--- src/rtl/mmio_pkg.sv ---
// Shared constants and helpers for the memory-mapped I/O bridge.
package mmio_pkg;

  localparam int unsigned IN_OFF     = 0;
  localparam int unsigned STATUS_OFF = 16;
  localparam int unsigned OUT_OFF    = 32;
  localparam int unsigned MAX_CH     = 16;

  // Replicate bit (in_w-1) of sample into every higher bit position.
  function automatic logic [63:0] sign_ext(input logic [63:0] sample, input int in_w);
    logic [63:0] res;
    logic        sgn;
    sgn = 1'b0;
    res = '0;
    for (int i = 0; i < 64; i++) begin
      if (i == in_w - 1) sgn = sample[i];
    end
    for (int i = 0; i < 64; i++) begin
      res[i] = (i < in_w) ? sample[i] : sgn;
    end
    return res;
  endfunction

endpackage

--- src/rtl/mmio_in_channel.sv ---
// One sensor input channel: captured sample plus a sticky new-sample flag.
module mmio_in_channel #(
  parameter int IN_W = 9
) (
  input  logic            clock,
  input  logic            reset,
  input  logic            in_valid,
  input  logic [IN_W-1:0] in_sample,
  input  logic            rd_clr,
  output logic [IN_W-1:0] sample_q,
  output logic            flag_q
);

  always_ff @(posedge clock or negedge reset) begin
    if (!reset) begin
      sample_q <= '0;
      flag_q   <= 1'b0;
    end else begin
      if (in_valid) sample_q <= in_sample;
      // A capture in the same cycle as the clearing read keeps the flag set.
      if (in_valid)    flag_q <= 1'b1;
      else if (rd_clr) flag_q <= 1'b0;
    end
  end

endmodule

--- src/rtl/mmio_bridge.sv ---
// Splits CPU data accesses between RAM and a small bank of sensor/output
// registers, returning I/O reads with the same one-cycle latency as RAM.
module mmio_bridge
  import mmio_pkg::*;
#(
  parameter int                ADDR_W  = 12,
  parameter int                DATA_W  = 32,
  parameter int                N_IN    = 2,
  parameter int                IN_W    = 9,
  parameter int                N_OUT   = 4,
  parameter logic [ADDR_W-1:0] IO_BASE = 12'hF00
) (
  input  logic                    clock,
  input  logic                    reset,
  input  logic [ADDR_W-1:0]       cpu_addr,
  input  logic [DATA_W-1:0]       cpu_wdata,
  input  logic                    cpu_we,
  input  logic                    cpu_re,
  output logic [DATA_W-1:0]       cpu_rdata,
  output logic [ADDR_W-1:0]       ram_addr,
  output logic [DATA_W-1:0]       ram_wdata,
  output logic                    ram_we,
  input  logic [DATA_W-1:0]       ram_rdata,
  input  logic [N_IN*IN_W-1:0]    in_data,
  input  logic [N_IN-1:0]         in_valid,
  output logic [N_OUT*DATA_W-1:0] out_data,
  output logic [N_OUT-1:0]        out_strobe
);

  logic              is_io;
  logic [ADDR_W-1:0] off;
  logic [31:0]       off_w;
  logic [N_IN-1:0]   rd_clr;
  logic [N_IN-1:0]   flag;
  logic [IN_W-1:0]   sample_q [N_IN];
  logic [N_OUT-1:0]  we_out;
  logic [DATA_W-1:0] out_reg [N_OUT];
  logic [DATA_W-1:0] io_val;
  logic              is_io_q;
  logic [DATA_W-1:0] io_val_q;

  assign is_io     = (cpu_addr >= IO_BASE);
  assign off       = cpu_addr - IO_BASE;
  assign off_w     = 32'(off);
  assign ram_addr  = cpu_addr;
  assign ram_wdata = cpu_wdata;
  assign ram_we    = cpu_we && !is_io;

  genvar gi;
  generate
    for (gi = 0; gi < N_IN; gi++) begin : g_in
      mmio_in_channel #(.IN_W(IN_W)) u_ch (
        .clock    (clock),
        .reset    (reset),
        .in_valid (in_valid[gi]),
        .in_sample(in_data[gi*IN_W +: IN_W]),
        .rd_clr   (rd_clr[gi]),
        .sample_q (sample_q[gi]),
        .flag_q   (flag[gi])
      );
    end
    for (gi = 0; gi < N_OUT; gi++) begin : g_out
      assign out_data[gi*DATA_W +: DATA_W] = out_reg[gi];
    end
  endgenerate

  always_comb begin
    rd_clr = '0;
    we_out = '0;
    io_val = '0;
    if (is_io) begin
      for (int i = 0; i < N_IN; i++) begin
        if (off_w == 32'(IN_OFF + i)) begin
          rd_clr[i] = cpu_re;
          io_val    = DATA_W'(sign_ext(64'(sample_q[i]), IN_W));
        end
      end
      if (off_w == 32'(STATUS_OFF)) io_val = DATA_W'(flag);
      for (int j = 0; j < N_OUT; j++) begin
        if (off_w == 32'(OUT_OFF + j)) begin
          we_out[j] = cpu_we;
          io_val    = out_reg[j];
        end
      end
    end
  end

  always_ff @(posedge clock or negedge reset) begin
    if (!reset) begin
      for (int j = 0; j < N_OUT; j++) out_reg[j] <= '0;
      out_strobe <= '0;
      is_io_q    <= 1'b0;
      io_val_q   <= '0;
    end else begin
      for (int j = 0; j < N_OUT; j++) begin
        if (we_out[j]) out_reg[j] <= cpu_wdata;
      end
      out_strobe <= we_out;
      is_io_q    <= is_io;
      io_val_q   <= io_val;
    end
  end

  assign cpu_rdata = is_io_q ? io_val_q : ram_rdata;

endmodule

--- config.mk ---
export PLATFORM = sky130hd
export DESIGN_NAME = mmio_bridge
export DESIGN_NICKNAME = d
export VERILOG_FILES = /design/src/rtl/mmio_pkg.sv /design/src/rtl/mmio_in_channel.sv /design/src/rtl/mmio_bridge.sv
export SDC_FILE = /design/constraint.sdc
export NUM_CORES = 1
export LEC_CHECK = 0
export CELL_PAD_IN_SITES_DETAIL_PLACEMENT = 1
export CELL_PAD_IN_SITES_GLOBAL_PLACEMENT = 2
export CORE_MARGIN = 3
export CORE_UTILIZATION = 31
export DETAILED_ROUTE_END_ITERATION = 16
export GPL_ROUTABILITY_DRIVEN = 0
export PLACE_DENSITY = 0.86
export SLEW_MARGIN = 20
export SYNTH_ARGS = -nofsm -noshare
export SYNTH_HDL_FRONTEND = slang
export SYNTH_SLANG_ARGS = --single-unit
export TNS_END_PERCENT = 5
--- constraint.sdc ---
create_clock -name clock -period 2.75 [get_ports clock]
set_clock_uncertainty 0.1 [all_clocks]
set_input_delay 0.825 -clock clock [delete_from_list [all_inputs] [get_ports clock]]
set_output_delay 0.825 -clock clock [all_outputs]
set_load 0.005 [all_outputs]
Yosys cells after proc, flatten, opt, wreduce, memory -nomap -nowiden
Cells that the tools add are included.
{"block": "classes", "eq_ne": 6, "reduce_logical": 5, "n_mux": 21, "add_sub_neg": 1, "n_lt_le_gt_ge": 1}
{"op": "32-bit 2-to-1 mux", "n": 9}
{"op": "12-bit by 6-bit equality test with 1-bit output, second input constant", "n": 4}
{"op": "32-bit zero test", "n": 1}
{"op": "12-bit by 1-bit equality test with 1-bit output, second input constant", "n": 1}
{"op": "12-bit by 5-bit equality test with 1-bit output, second input constant", "n": 1}
{"op": "12-bit greater-or-equal comparator, second input constant", "n": 1}
{"op": "12-bit subtractor, second input constant", "n": 1}
{"op": "1-bit 2-to-1 mux", "n": 10}
{"op": "4-bit 2-to-1 mux", "n": 1}
{"op": "2-bit nonzero test", "n": 2}
{"op": "2-bit 2-to-1 mux", "n": 1}
{"op": "1-bit logical AND", "n": 1}
{"op": "1-bit zero test", "n": 1}
{"block": "totals", "wordCells": 45, "register_bits": 185, "input_bits": 100}

Longest topological paths before layout
Gate-level depths: netlist of the first run.
{"block": "depth", "word_depth": 10, "ltp_mapped": 8}

Cells and area by module
Synthesis of the first run repeated with hierarchy kept, for this count alone.
{"block": "unflattened", "hier_cells": 747, "area_unflattened_um2": 9023.7}
{"module": "mmio_bridge", "area_each_um2": 8205.4, "cells_per_inst": 703, "instances": 1, "seq_area_each_um2": 4129.0}
{"module": "mmio_in_channel", "area_each_um2": 409.1, "cells_per_inst": 22, "instances": 2, "seq_area_each_um2": 250.2}

Worst setup path before layout of the first run
Ideal clock, no wire load.
{"block": "synth_timing", "path_type": "input port to flip-flop", "from": "in cpu_addr[1]", "to": "reg io_val_q[11]", "arrival_time_ns": 2.326, "setup_ns": 0.083, "stages": 6, "path_slack_ns": 0.240, "path_cell_list": "buf_2 > or3_1 > nor4_1 > o211ai_1 > buf_2 > o22ai_1"}
{"block": "synth_via", "elab_chain_len": 10}
{"item": "start, declared", "line_no": "mmio_bridge.sv:15", "source": "input logic [ADDR_W-1:0] cpu_addr,"}
{"item": "12-bit subtractor", "line_no": "mmio_bridge.sv:43", "source": "assign off = cpu_addr - IO_BASE;"}
{"item": "32-bit zero test", "line_no": "mmio_bridge.sv:73", "source": "if (off_w == 32'(IN_OFF + i)) begin"}
{"item": "32-bit 2-to-1 mux (2 in series)", "line_no": "mmio_bridge.sv:73"}
{"item": "32-bit 2-to-1 mux", "line_no": "mmio_bridge.sv:78", "source": "if (off_w == 32'(STATUS_OFF)) io_val = DATA_W'(flag);"}
{"item": "32-bit 2-to-1 mux (4 in series)", "line_no": "mmio_bridge.sv:80", "source": "if (off_w == 32'(OUT_OFF + j)) begin"}
{"item": "32-bit 2-to-1 mux (*)", "line_no": "mmio_bridge.sv:71", "source": "if (is_io) begin"}
{"item": "named net io_val[11]", "line_no": "mmio_bridge.sv:38", "source": "logic [DATA_W-1:0] io_val;"}
{"item": "end signal, assigned", "line_no": "mmio_bridge.sv:100", "source": "io_val_q <= io_val;"}
{"item": "end, declared", "line_no": "mmio_bridge.sv:40", "source": "logic [DATA_W-1:0] io_val_q;"}
Mark *: on every way through the listed nets, which the timed path passes. The rest lies on a longest branch.
A chain may end at the register's enable or synchronous reset.

Worst setup path after layout of the first run
{"block": "layout_timing", "from": "in cpu_wdata[8]", "to": "out ram_wdata[8]"}
{"item": "start, declared", "line_no": "mmio_bridge.sv:16", "source": "input logic [DATA_W-1:0] cpu_wdata,"}
{"item": "end, declared", "line_no": "mmio_bridge.sv:21", "source": "output logic [DATA_W-1:0] ram_wdata,"}
No word-level cell between the ends.

==> results of run 1 <==
## layout make-up
| cell class | count | area, sq um | share of cell area (%) |
|---|---|---|---|
| flip-flops and latches | 185 | 4630 | 36.3 |
| repair buffers | 387 | 3800 | 29.8 |
| multi-input cells | 368 | 3290 | 25.8 |
| clock buffers | 17 | 425 | 3.33 |
| well taps | 335 | 419 | 3.28 |
| clock inverters | 15 | 173 | 1.35 |
| inverters | 6 | 22.5 | 0.176 |
## cells in the final DEF (no fill, tap or decap), types with 2 or more instances in the layout
| cell | n |
|---|---|
| dlygate4sd2_1 | 51 |
| o32ai_1 | 6 |
| nand2_1 | 4 |
| nand4_1 | 4 |
| nand2_2 | 2 |
| buf_12 | 11 |
| a21o_1 | 2 |
| a211oi_1 | 28 |
| inv_8 | 4 |
| buf_4 | 67 |
| inv_6 | 5 |
| nor2_1 | 18 |
| nor3_1 | 2 |
| a221o_1 | 2 |
| mux2_2 | 149 |
| nand3b_1 | 2 |
| o22ai_1 | 30 |
| and2_1 | 24 |
| dfrtp_1 | 184 |
| clkdlybuf4s50_1 | 233 |
| a21oi_1 | 6 |
| inv_1 | 5 |
| clkbuf_16 | 17 |
| o21ai_0 | 12 |
| nand2b_1 | 2 |
| nand4b_1 | 2 |
| dlymetal6s2s_1 | 21 |
| a22oi_1 | 30 |
| mux2_1 | 32 |
| clkinv_8 | 2 |
## registers in the layout, summed over array words and instances (netlist names)
name	flops
g_in.u_ch.flag_q	2
g_in.u_ch.sample_q	18
io_val_q	32
is_io_q	1
out_data	128
out_strobe	4
## stage by stage
| stage | hold WS (ps) | area [sq um] |
|---|---|---|
| 5_1_grt | 300 | 12800 |
| 3_3_place_gp | 358 | 12200 |
| 3_5_place_dp | 368 | 12200 |
| 2_1_floorplan | 344 | 8450 |
| 6_report | 268 | 12800 |
| 4_1_cts | 293 | 12700 |
## worst register-to-register path, delay by kind of cell (launching register included)
kind                   cells  cell delay, ps
flip-flops                 1             380
AO/OA/AOI/OAI              2             420
multiplexers               1             260
buffers and inverters      1             250
## logic make-up (layout without fill, tap and decap cells)
logic type             Yosys count  count (layout)  synth area share (%)
AND/OR/NAND/NOR                 69              69                  4.78
buffers and inverters           96             425                  6.66
multiplexers                   181             181                  24.1
AO/OA/AOI/OAI                  118             118                  9.68
flip-flops                     185             185                  54.8
## where the power goes
group,internal (mW),total [mW],switching (mW),leakage [nW]
logic,0.338,0.587,0.249,3.16
registers,2.75,2.77,0.0198,2.53
clock network,1.31,2.52,1.22,0.292
## what timing repair did
action,4_1_cts,5_1_grt
resized for setup,55,22
buffers inserted,1,1
pin swaps,1,0
endpoints found under the setup margin,51,22
## path summary, 6_finish.rpt
kind | end | slack [ps] | cells after the start
worst max register to register | io_val_q[26] | 1210 | 4
worst min-delay path | g_in[1].u_ch.sample_q[5] | 270 | 1
max in group asynchronous | out_data[112] | 1630 | 2
worst min register to register | g_in[1].u_ch.flag_q | 380 | 1
min in group clock | g_in[1].u_ch.flag_q | 380 | 1
worst max-delay path | ram_wdata[8] | 20 | 2
## routing by layer
metal | vias to the layer above | GRT usage, % | wire (microns)
met5 | - | 0 | 0
met4 | 0 | 5.07 | 397
met3 | 29 | 4.62 | 1610
met2 | 208 | 34.5 | 14800
met1 | 3399 | 24.3 | 12200
li1 | 2982 | - | -
==> metrics.yaml, run 1 <==
outcome:
  run_status: "finished, final reports clean"
detailed_routing:
  dr.first_iter.drc_count: 338
  wl_per_cell_microns: 22.1
  via_per_inst: 5.04
  drc: 0
  firstDrtPassIters: 4
  ant_nets: 0
  vias: 6618
  drt-total-wl_microns: 29000
die:
  dieHeight_microns: 171
  rows: 59
  ios: 309
  die_w_microns: 171
  core_sq_mm: 0.0264
  die_area_sq_mm: 0.0293
  start_util_pct: 32.0
yosys:
  ys_ff_latch: 185
  synth_edf_count: 0
  async_reset_ff_share_pct: 100
  synth_area_leaders: "dfrtp_1 55%, mux2_2 20%, mux2_1 4.3%, buf_4 3.9%, a22oi_1 2.7%"
  synth-main-ff-cell: "dfrtp_1"
  yosysSeqAreaShare_pct: 54.8
  syn_inst: 649
  ys_warn_count: 0
  syn-num-nets: 749
  synth.most_common_cell: "dfrtp_1"
  avgSynthCellArea_sq_um: 13.0
  synthTopCellsByCount: "185 x dfrtp_1, 149 x mux2_2, 44 x buf_4"
  synth_top_area_share_pct: 54.8
  synth_largest_area_cell: "dfrtp_1"
  synth_area_sq_mm: 0.00845
  ys_types: 36
timing:
  post-route-period-util_pct: 99.3
  rsz0062_at_grt: "no"
  min_period_ps: 2730
  hold_violations: 0
  finalSetupViolCount: 0
  setup_tns_ps: 0
  tightest_slew_ps: 801
  slew_headroom_pct: 46.4
  fmax_mhz: 366
  setup_ws_ps: 19.1
  drv_slew: 0
pwr:
  p_leak_nw: 5.98
  ir_drop_mv: 0.281
  p_per_area_mw_per_mm2: 461
  p_total_mw: 5.88
cts:
  root_buffer: "clkbuf_16"
  clkTransAtPathRegs_ps: 80
  cts.sinks: 185
  clk_latency_ps: 430
  cts-hold-fix-buffers: 0
  cts_tree: "done"
  h-tree-depth: 4
  numCtsBuffers: 17
  clock_path_buffers: 2
worst_setup_path:
  critPathRequiredTime_ps: 1830
  worstPathArrival_ps: 1810
  path_max_fanout: 2
  startpoint_type: "input port"
  r2r-start: "g_in[1].u_ch.sample_q[8]"
  crit_start: "cpu_wdata[8]"
  end_kind: "output pin"
  path_cells: "clkdlybuf4s50_1 > clkdlybuf4s50_1"
  crit_type: "in -> out"
  path_delay_family: "buffers and inverters"
  cp_num_buf_inv: 2
  slowest_stage: "clkdlybuf4s50_1"
  crit_top_cell: "clkdlybuf4s50_1"
  critPathMaxStageDelay_ps: 510
global_route:
  antenna_found_initial: 0
  grt_pass1_vias: 7178
  grt_max_degree: 64
  grt_usage_pct: 19.6
  overflow: 0
  grt_pass1_wl_microns: 43500
layout:
  final_cells: 1313
  finalNetCount: 1065
  antennaDiodeCount: 0
  nFillCells: 2743
  utilization_pct: 48.3
  syn2layout_area_growth_pct: 51.0
  layout-drive-gt1-share_pct: 27.9
placement:
  dpl.hpwl_microns: 20300
  pre_cts_slack_ps: -286
  io_buffers: 308
  place_inst: 1279
flow_run:
  drv_cap: 0
min_path:
  hp-class: "in -> async"
Note: power is estimated with default switching activity, not from simulation.
==> run 2: changes to the inputs <==
Settings changed: CTS_CLUSTER_SIZE set to 24.
==> results of run 2 <==
The final DEF is identical to that of run 1; final timing and power are the same.
==> run 3: changes to the inputs <==
Settings changed: REMOVE_ABC_BUFFERS set to 1.
==> run 3 against run 2 <==
Net effect: the run now ends with setup timing left; clock power shrank 5%; first-iteration DRC count fell by 46%; final area hardly changed; die area stayed put; worst hold slack worse by 10 ps; count of clock-buffer cells in the layout grew 1; critical path depth is 3 higher; flip-flop and latch count unchanged; wire length up 2.6%; combinational power grew 2%; register-to-register slack got worse by 100 ps; critical endpoint is now ram_we; largest power group unchanged.
==> metrics.yaml, run 3 (synthesis gave the netlist of run 1 again) <==
outcome:
  run_status: "finished with violations"
  violations: "setup timing"
cts:
  clk_latency_ps: 430
  clock_path_buffers: 2
  cts-hold-fix-buffers: 0
  cts.sinks: 185
  h-tree-depth: 4
  numCtsBuffers: 17
  root_buffer: "clkbuf_16"
  clkTransAtPathRegs_ps: 80
  cts_tree: "done"
worst_setup_path:
  crit_type: "in -> out"
  end_kind: "output pin"
  crit_start: "cpu_addr[9]"
  worstPathArrival_ps: 1830
  slowest_stage: "clkdlybuf4s50_1"
  r2r-start: "g_in[1].u_ch.sample_q[8]"
  startpoint_type: "input port"
  cp_num_buf_inv: 3
  reg2reg_depth: 4
  path_cells: "clkdlybuf4s50_1 > nand4_1 > inv_2 > nor2_2 > clkdlybuf4s15_1"
  path_delay_family: "buffers and inverters"
  critPathMaxStageDelay_ps: 470
  timing.reg2reg.setup_slack_ps: 1110
  critPathRequiredTime_ps: 1830
  r2r-end: "io_val_q[31]"
  path_max_fanout: 2
pwr:
  ir_drop_mv: 0.260
  p_leak_nw: 5.94
  p_per_area_mw_per_mm2: 451
detailed_routing:
  wl_per_cell_microns: 22.5
  dr.first_iter.drc_count: 184
  via_per_inst: 5.03
  firstDrtPassIters: 4
  drc: 0
  vias: 6651
  ant_nets: 0
  drt-total-wl_microns: 29700
timing:
  setup_tns_ps: -8.60
  hold_violations: 0
  rsz0062_at_grt: "yes"
  min_period_ps: 2760
  tightest_slew_ps: 623
  setup_ws_ps: -8.60
  post-route-period-util_pct: 100
  slew_headroom_pct: 58.4
  fmax_mhz: 363
  finalSetupViolCount: 1
  drv_slew: 0
placement:
  place_inst: 1291
  dpl.hpwl_microns: 21900
  pre_cts_slack_ps: -349
  io_buffers: 308
die:
  die_area_sq_mm: 0.0293
  rows: 59
  die_w_microns: 171
  dieHeight_microns: 171
  ios: 309
  start_util_pct: 32.0
  core_sq_mm: 0.0264
global_route:
  grt_pass1_wl_microns: 45200
  grt_max_degree: 57
  overflow: 0
  grt_pass1_vias: 7386
  grt_usage_pct: 20.1
  antenna_found_initial: 0
layout:
  syn2layout_area_growth_pct: 51.0
  finalNetCount: 1075
  regArea_sq_mm: 0.00463
  layout_common_cells: "236 x clkdlybuf4s50_1, 184 x dfrtp_1, 149 x mux2_2, 77 x buf_4, 56 x dlygate4sd2_1"
  nFillCells: 2787
  layout-drive-gt1-share_pct: 28.3
  antennaDiodeCount: 0
  final_cells: 1323
  multi_input_area_sq_mm: 0.00329
  largest_reg_flops: 128
  mostFrequentLayoutCell: "clkdlybuf4s50_1"
min_path:
  hp-class: "in -> async"
flow_run:
  drv_cap: 0
## run 3: worst max path at each step
stage	slack, ps	cells past startpoint	to
global route	-60	5	ram_we
global placement	-360	5	ram_we
CTS	-130	3	cpu_rdata[6]
finish	-9	5	ram_we
floorplan	-2810	3	out_data[100]
detailed placement	-350	5	ram_we
## run 3: repair_timing
| item | in CTS | in global routing |
|---|---|---|
| setup buffers | 0 | 0 |
| resized for setup | 62 | 13 |
| pin swaps | 1 | 0 |
| setup endpoints to repair | 57 | 14 |
| cloned | 0 | 0 |
## run 3: power breakdown
part           switching (mW)  internal (mW)  total (mW)
logic                   0.256          0.340       0.596
clock network            1.19           1.20        2.39
registers              0.0214           2.75        2.78
## run 3: final cells by class
type                            instances  area share, %
Sequential cell                       185           36.3
Timing Repair Buffer                  397           30.1
Multi-Input combinational cell        368           25.7
Clock buffer                           18           3.36
Tap cell                              335           3.28
Clock inverter                         14           1.05
Inverter                                6          0.176
## run 3: metrics by stage
step                area, sq um  util, %  power [mW]  hold slack (ps)
floorplan                  7910        -        2.94              344
global placement          12200     46.3        3.46              366
detailed placement        12200     46.3        3.47              381
CTS                       12700     48.2        5.84              268
global route              12800     48.3        6.00              273
finish                    12800     48.3        5.76              258
## run 3: layer usage
| metal | routed length (microns) | up-vias | part of all wire, % | global-route usage, % |
|---|---|---|---|---|
| li1 | - | 2991 | - | - |
| met1 | 12700 | 3415 | 43 | 25.6 |
| met2 | 14600 | 220 | 49 | 34.0 |
| met3 | 2160 | 25 | 7.3 | 6.22 |
| met4 | 308 | 0 | 1.0 | 4.20 |
| met5 | 0 | - | 0 | 0 |
